**src/rtl/blind_pixel_table_ctrl.sv**
```systemverilog
// Double-buffered blind-pixel table controller: arbitrates host/calibration
// access to the shadow bank, swaps banks on a video SOP and copies active to shadow.
module blind_pixel_table_ctrl #(
    parameter int ADDR_WIDTH = 7,
    parameter int DATA_WIDTH = 10
) (
    input  logic                  clk,
    input  logic                  rst_n,
    input  logic [ADDR_WIDTH-1:0] h_address,
    input  logic                  h_read,
    input  logic                  h_write,
    input  logic [31:0]           h_writedata,
    input  logic [3:0]            h_byteenable,
    output logic                  h_waitrequest,
    output logic [31:0]           h_readdata,
    output logic                  h_readdatavalid,
    input  logic [ADDR_WIDTH-1:0] c_address,
    input  logic                  c_write,
    input  logic [31:0]           c_writedata,
    output logic                  c_waitrequest,
    input  logic                  commit,
    output logic                  commit_pending,
    output logic                  copy_busy,
    output logic                  swap_done,
    output logic                  active_bank,
    input  logic [DATA_WIDTH-1:0] vid_data,
    input  logic                  vid_valid,
    input  logic                  vid_ready,
    input  logic                  vid_sop,
    output logic [ADDR_WIDTH:0]   ram_address,
    output logic                  ram_read,
    output logic                  ram_write,
    output logic [31:0]           ram_writedata,
    output logic [3:0]            ram_byteenable,
    input  logic [31:0]           ram_readdata
);

    typedef enum logic [1:0] {IDLE, PENDING, COPY_RD, COPY_WR} state_t;

    state_t                state, state_nxt;
    logic [ADDR_WIDTH-1:0] idx;
    logic                  commit_req;
    logic                  last_host;
    logic                  rd_valid;
    logic                  active_q;
    logic                  swap_q;
    logic                  frame_sop;
    logic                  copy_active;
    logic                  idx_last;
    logic                  h_req;
    logic                  c_req;
    logic                  grant_h;
    logic                  grant_c;
    logic                  vid_unused;

    // Control packets carry a non-zero type nibble and must not trigger a swap.
    assign frame_sop   = vid_valid & vid_ready & vid_sop & (vid_data[3:0] == 4'h0);
    assign vid_unused  = ^vid_data;
    assign copy_active = (state == COPY_RD) || (state == COPY_WR);
    assign idx_last    = (idx == '1);

    assign h_req   = h_read | h_write;
    assign c_req   = c_write;
    assign grant_h = ~copy_active & h_req & (~c_req | ~last_host);
    assign grant_c = ~copy_active & c_req & (~h_req | last_host);

    always_ff @(posedge clk or negedge rst_n) begin
        if (!rst_n) state <= IDLE;
        else        state <= state_nxt;
    end

    always_comb begin
        state_nxt = state;
        case (state)
            IDLE:    if (commit) state_nxt = PENDING;
            PENDING: if (frame_sop) state_nxt = COPY_RD;
            COPY_RD: state_nxt = COPY_WR;
            COPY_WR: begin
                if (idx_last) state_nxt = (commit_req || commit) ? PENDING : IDLE;
                else          state_nxt = COPY_RD;
            end
            default: state_nxt = IDLE;
        endcase
    end

    always_ff @(posedge clk or negedge rst_n) begin
        if (!rst_n) begin
            idx        <= '0;
            commit_req <= 1'b0;
            last_host  <= 1'b0;
            rd_valid   <= 1'b0;
            active_q   <= 1'b0;
            swap_q     <= 1'b0;
        end else begin
            swap_q   <= 1'b0;
            rd_valid <= grant_h & h_read;
            if (grant_h)      last_host <= 1'b1;
            else if (grant_c) last_host <= 1'b0;
            if (state == PENDING && frame_sop) begin
                active_q <= ~active_q;
                swap_q   <= 1'b1;
                idx      <= '0;
            end else if (state == COPY_WR) begin
                idx <= idx + {{(ADDR_WIDTH-1){1'b0}}, 1'b1};
            end
            // A commit landing in the final copy beat is consumed by the PENDING transition.
            if (state == COPY_WR && idx_last) commit_req <= 1'b0;
            else if (copy_active && commit)   commit_req <= 1'b1;
        end
    end

    always_comb begin
        ram_address    = '0;
        ram_read       = 1'b0;
        ram_write      = 1'b0;
        ram_writedata  = '0;
        ram_byteenable = 4'hF;
        h_waitrequest  = 1'b0;
        c_waitrequest  = 1'b0;
        case (state)
            COPY_RD: begin
                ram_read      = 1'b1;
                ram_address   = {active_q, idx};
                h_waitrequest = 1'b1;
                c_waitrequest = 1'b1;
            end
            COPY_WR: begin
                ram_write     = 1'b1;
                ram_address   = {~active_q, idx};
                ram_writedata = ram_readdata;
                h_waitrequest = 1'b1;
                c_waitrequest = 1'b1;
            end
            default: begin
                h_waitrequest = h_req & ~grant_h;
                c_waitrequest = c_req & ~grant_c;
                if (grant_h) begin
                    ram_address    = {~active_q, h_address};
                    ram_read       = h_read;
                    ram_write      = h_write & ~h_read;
                    ram_writedata  = h_writedata;
                    ram_byteenable = h_byteenable;
                end else if (grant_c) begin
                    ram_address   = {~active_q, c_address};
                    ram_write     = 1'b1;
                    ram_writedata = c_writedata;
                end
            end
        endcase
    end

    assign copy_busy       = copy_active;
    assign commit_pending  = (state == PENDING) || commit_req;
    assign swap_done       = swap_q;
    assign active_bank     = active_q;
    assign h_readdatavalid = rd_valid;
    assign h_readdata      = rd_valid ? ram_readdata : '0;

endmodule

```
**config.mk**
```make
export PLATFORM = sky130hd
export DESIGN_NAME = blind_pixel_table_ctrl
export DESIGN_NICKNAME = d
export VERILOG_FILES = /design/src/rtl/blind_pixel_table_ctrl.sv
export SDC_FILE = /design/constraint.sdc
export NUM_CORES = 1
export LEC_CHECK = 0
export BUFFER_PORTS_ARGS = -buffer_cell sky130_fd_sc_hd__buf_2
export CELL_PAD_IN_SITES_DETAIL_PLACEMENT = 2
export CELL_PAD_IN_SITES_GLOBAL_PLACEMENT = 2
export CORE_MARGIN = 8
export CORE_UTILIZATION = 15
export DETAILED_ROUTE_END_ITERATION = 10
export GPL_ROUTABILITY_DRIVEN = 0
export HOLD_SLACK_MARGIN = 0.08
export PLACE_DENSITY = 0.9
export SLEW_MARGIN = 20
export SYNTH_ARGS = -nofsm -noshare
export SYNTH_HDL_FRONTEND = slang
export SYNTH_SLANG_ARGS = --single-unit
```
**constraint.sdc**
```tcl
create_clock -name clk -period 3.6 [get_ports clk]
set_input_delay 0.18 -clock clk [delete_from_list [all_inputs] [get_ports clk]]
set_output_delay 0.18 -clock clk [all_outputs]
set_load 0.03 [all_outputs]
```
# Word level (Yosys, flattened, before mapping)

Index checks and enable logic that the tools add are counted.
W data, S select, Z words.

Equal/unequal tests: 6
Add/sub/neg operators: 1
Bitwise gates (word level): 22
Mux-type cells: 28
Reductions and logical operators: 13

Operators by type and width:

| kind                  | count |
|---|---|
| $mux W32              | 3 |
| $pmux W32 S2          | 1 |
| $mux W8               | 2 |
| $pmux W8 S2           | 1 |
| $mux W7               | 2 |
| $and A1 B1 Y1         | 11 |
| $mux W1               | 11 |
| $mux W4               | 2 |
| $not A1 Y1            | 8 |
| $pmux W2 S4           | 1 |
| $add A7 B1 Y7 const B | 1 |
| $eq A7 B7 Y1 const B  | 1 |
| $mux W2               | 3 |
| $reduce_bool A2 Y1    | 3 |
| $eq A2 B2 Y1 const B  | 2 |
| $logic_not A4 Y1      | 1 |
| $ne A2 B2 Y1 const B  | 2 |
| $pmux W1 S2           | 2 |
| $logic_and A1 B1 Y1   | 3 |
| $logic_or A1 B1 Y1    | 3 |
| $or A1 B1 Y1          | 3 |
| $eq A2 B1 Y1 const B  | 1 |
| $logic_not A2 Y1      | 1 |
| $reduce_and A2 Y1     | 1 |
| $reduce_or A2 Y1      | 1 |

Output and inout bits: 85
Bits in registers: 14
Input bits: 133

# Logic depth before layout (Yosys ltp)

Depth in word-level cells: 8
Gate-level depth with buffers: 6

# Least setup slack after synthesis

Ideal clock, no wire load.

Kind: register -> output
Start point: register state[1]
End point: output ram_address[7]
Cell stages (with the launch flop): 4
Slack: 1.842 ns
Required time: 3.420 ns
Arrival: 1.578 ns
Path buffers: 2
Cell sequence: dfrtp_1 buf_2 buf_1 o31ai_1

Cells in the longest elaborated chain, start to end: 8

RTL lines:

| element                     | line    | text |
|---|---|---|
| start: declaration          | 40      | `state_t state, state_nxt;` |
| start signal: assignment    | 69      | `else state <= state_nxt;` |
| $eq A2 B2 Y1                | 59, 120 |  |
| $logic_or A1 B1 Y1          | 59      | `assign copy_active = (state == COPY_RD) \|\| (state == COPY_WR);` |
| $not A1 Y1                  | 64, 65  |  |
| $and A1 B1 Y1 (2 in series) | 65      | `assign grant_c = ~copy_active & c_req & (~h_req \| last_host);` |
| $mux W8                     | 143     | `end else if (grant_c) begin` |
| $mux W8                     | 137     | `if (grant_h) begin` |
| $pmux W8 S2 (*)             | 120     | `case (state)` |
| end: declaration            | 30      | `output logic [ADDR_WIDTH:0] ram_address,` |

Every way passes the cells marked *; elsewhere a longest branch is shown, timed or not.

# Worst setup path after layout

Start point: register state[1]
End point: output ram_writedata[7]

Cells in the longest elaborated chain, start to end: 8

RTL lines:

| element                     | line    | text |
|---|---|---|
| $eq A2 B2 Y1                | 59, 120 |  |
| $logic_or A1 B1 Y1          | 59      |  |
| $not A1 Y1                  | 64, 65  |  |
| $and A1 B1 Y1 (2 in series) | 65      |  |
| $mux W32                    | 143     |  |
| $mux W32                    | 137     |  |
| $pmux W32 S2 (*)            | 120     |  |
| end: declaration            | 33      | `output logic [31:0] ram_writedata,` |

Marked as above.

==> results <==
- The flow ran to the end, and the final reports show no timing, DRC or antenna violations.
- Before antenna repair, the detailed router went through 4 iterations.
- The post-synthesis cell count is 222.
- In the final layout, the share of cells above drive strength 1 is 0.542.
- Detailed placement finished with a half-perimeter wire length of 9.13 mm.
- The core area is between 0.01 and 0.015 mm2.
- The level count of the clock H-tree is 1.
- For this run, the post-layout net count is 552.
- The first global-routing pass estimated 16.3 mm of wire.
- The number of cell rows is 39.
- The chip height is 124 um.
- The overall fraction of global-route tracks in use is 0.134.
- The number of max-cap violations is 0.
- The worst-case IR drop observed on VDD is 0.283 mV.
- The count of buffers from port buffering is 211.
- Clock tree synthesis found a total of 14 sinks.
- The number of DRC violations after detailed-routing iteration 0 is 76.
- The worst hold path class is input pin to register.
- The final-report max-slew violation count is 0.
- The hold slack is approximately 240 ps.
- For this run, asynchronously set or reset flops after synthesis account for 1.00.
- The die covers 0.0153 mm2.
- In this run, synthesis produced a sequential element count of 14.
- The share of synthesized area in the top cell type comes to 0.225.
- Setup violations remaining at the end of the flow were counted as 0.
- Setup slack closes at 852 ps.
- The final cycle utilization of the critical path is 0.763.
- The later pin in the worst-skew pair is clocked with a latency of 240 ps.
- At the placement stage, the worst setup path has a slack of 1020 ps.
- The worst pin sits at a relative slew slack of 0.379.
- The cell at the slowest stage of the critical path is sky130_fd_sc_hd__nor2b_2.
- The critical path start-end classification is register to output port.
- The average cell area after synthesis is 7.81 um2.
- Adding up every negative setup slack in the final design gives 0 ps.
- Relative to the synthesized area, the layout overhead comes to 73.1%.
- In the post-synthesis netlist, the biggest area contributors are sky130_fd_sc_hd__a221o_1 23%, sky130_fd_sc_hd__dfrtp_1 20%, sky130_fd_sc_hd__and3_1 14%.
- Clock-pin slew was measured on the worst setup and hold paths at 50 ps.
- The number of buffers between clock root and the deepest sink is 2.
- Of all nets on the critical path, the largest fanout is 24.
- Measured along the x axis, the die boundary spans roughly 120 um.
- The number of hold violations in the final report is 0.
- After detailed routing, the average wire length per cell comes to 19.7 um.
- The static leakage is 1.73 nW.
- The kind of launch point of the worst setup path is a register.
- The top-level I/O count is 218.
- The post-cts gate resize count is 0.
- The total CTS buffers is 3.
- Entering global routing, the biggest net connects 45 pins.
- Data arrives at the worst endpoint at 2570 ps.
- The netlist area before placement is 0.00173 mm2.
- The most used flip-flop cell after synthesis is sky130_fd_sc_hd__dfrtp_1.
- The final route contains around 2700 vias.
- The number of global-route vias before repair is 2908.
- For this run, the slowest stage of the critical path takes 760 ps.
- The power after layout is a little under 2 mW.
- For this run, design rule violations remaining after detail routing come to 0.
- The vias per cell is 4.75.
- The maximum operating frequency is 0.364 GHz.
- TritonCTS built the clock tree.
- Yosys mapped a number of flops with a built-in enable equal to 0.
- The total power density per cell area is between 600 and 700 mW/mm2.
- The synthesis warning total is 0.
- The root buffer cell chosen for the clock tree is sky130_fd_sc_hd__clkbuf_16.
- The post-synthesis cell type count is 34.
- For the pin with the worst max-slew slack, the measured transition is 931 ps.
- After global routing the overflow that remains totals 0.
- The initial utilization of the core area, before any placement, comes to 0.153.
- In this run the remaining antenna-violating nets after routing total 0.
- The number of antenna diodes in the final layout is 0.
- The final critical delay including setup and external delays is 2750 ps.
- STA classifies the critical path endpoint as an output port.
- Setup repair after global routing left no endpoint under its margin.
- The routed wire length is 11.0 mm.
- By count the netlist is led by 39 x sky130_fd_sc_hd__a221o_1, 39 x sky130_fd_sc_hd__and3_1, 33 x sky130_fd_sc_hd__and2_1.
- Of the synthesized area, sequential elements account for 0.202.
- Walking the worst path, the cells encountered are nor2b_2 -> buf_4 -> and3_1 -> a221o_1 -> buf_2.
- The number of nets handed over by synthesis was 356.
- The clock tree skew after final layout is between 1.5 and 2 ps.
- The initial antenna violation count was 0.
- Summed over all instances, the cell type with the most area after synthesis is sky130_fd_sc_hd__a221o_1.
- The required time at the worst-slack endpoint is 3420 ps.
-- cell families after synthesis --
family | after synthesis | synth area share
flops | 14 | 0.202
compound gates | 62 | 0.317
fa+ha+maj | 1 | 0.00721
simple gates | 114 | 0.392
xor+xnor | 2 | 0.0101
buf+inv | 28 | 0.0664
mux | 1 | 0.00577
-- final cells by class --
class / count / area, um2
multi-input cells: 180 / 1280
fillers: 1385 / 8370
well taps: 143 / 179
flip-flops and latches: 14 / 350
repair buffers: 216 / 1100
inverters: 3 / 11.3
clock buffers: 4 / 88.8
-- layer usage --
| metal | GRT usage | vias to the layer above | share of wire |
|---|---|---|---|
| li1 | - | 1248 | - |
| met1 | 0.144 | 1288 | 0.37 |
| met2 | 0.275 | 123 | 0.54 |
| met3 | 0.0247 | 2 | 0.085 |
| met4 | 0.00677 | 0 | 0.0014 |
| met5 | 0 | - | 0 |
-- power by group --
| group | total (mW) | internal (mW) | switching [mW] |
|---|---|---|---|
| Sequential | 0.336 | 0.213 | 0.123 |
| Combinational | 1.36 | 0.462 | 0.899 |
| Clock | 0.236 | 0.169 | 0.0678 |
| Total | 1.93 | 0.844 | 1.09 |
-- final timing paths --
| kind | startpoint | end | slack (ps) | depth (start not counted) |
|---|---|---|---|---|
| worst max-delay path | state[1]$_DFFE_PN0P_ | ram_writedata[7] | 850 | 5 |
| worst min-delay path | commit | commit_req$_DFFE_PN0P_ | 240 | 3 |
| worst max register to register | state[1]$_DFFE_PN0P_ | idx[6]$_DFFE_PN0P_ | 1610 | 3 |
| worst min register to register | commit_req$_DFFE_PN0P_ | commit_req$_DFFE_PN0P_ | 540 | 2 |
| max in group asynchronous | rst_n | idx[3]$_DFFE_PN0P_ | 2980 | 2 |
| min in group asynchronous | rst_n | idx[6]$_DFFE_PN0P_ | 370 | 2 |
-- what timing repair did --
| item | 4_1_cts | 5_1_grt |
|---|---|---|
| setup buffers | 0 | 0 |
| endpoints found under the hold margin | 14 | 0 |
| hold buffers | 1 | 0 |
-- registers in the layout, indices dropped and copies added, names as in the netlist --
name and cells:
swap_done 1, state 2, active_bank 1, h_readdatavalid 1, idx 7, commit_req 1, last_host 1
-- through the flow --
step                cell area, um2  cells  utilization
floorplan                     1730    222            -
CTS                           3000    560        0.264
global placement              2900    555        0.255
detailed placement            2900    555        0.255
finish                        3000    560        0.264
global route                  3000    560        0.264
-- cell usage in the layout, fill, tap and decap left out, types with 2 or more instances in the layout --
cell type | Yosys | routed
sky130_fd_sc_hd__nand3_1 | 6 | 6
sky130_fd_sc_hd__xor2_1 | 2 | 2
sky130_fd_sc_hd__buf_4 | 0 | 4
sky130_fd_sc_hd__buf_2 | 8 | 211
sky130_fd_sc_hd__a31o_2 | 2 | 2
sky130_fd_sc_hd__nor2b_1 | 3 | 2
sky130_fd_sc_hd__inv_1 | 3 | 3
sky130_fd_sc_hd__nor3_1 | 2 | 2
sky130_fd_sc_hd__nand4_1 | 2 | 2
sky130_fd_sc_hd__a21oi_1 | 3 | 3
sky130_fd_sc_hd__o211ai_1 | 3 | 3
sky130_fd_sc_hd__a221o_1 | 39 | 39
sky130_fd_sc_hd__dfrtp_1 | 14 | 14
sky130_fd_sc_hd__nand2b_1 | 6 | 6
sky130_fd_sc_hd__and2_1 | 33 | 33
sky130_fd_sc_hd__o311ai_0 | 2 | 2
sky130_fd_sc_hd__o21ai_0 | 6 | 6
sky130_fd_sc_hd__nand2_1 | 9 | 9
sky130_fd_sc_hd__clkbuf_16 | 0 | 3
sky130_fd_sc_hd__and3_1 | 39 | 39
sky130_fd_sc_hd__or3_1 | 4 | 4
sky130_fd_sc_hd__nor2_1 | 6 | 6
-- worst max-delay path, delay by kind of cell, from the launching register on --
family | cells | cell delay (ps)
AND/OR/NAND/NOR | 2 | 950
flip-flops | 1 | 680
buffers and inverters | 2 | 560
AO/OA/AOI/OAI | 1 | 120
Note: power is estimated with default switching activity, not from simulation.
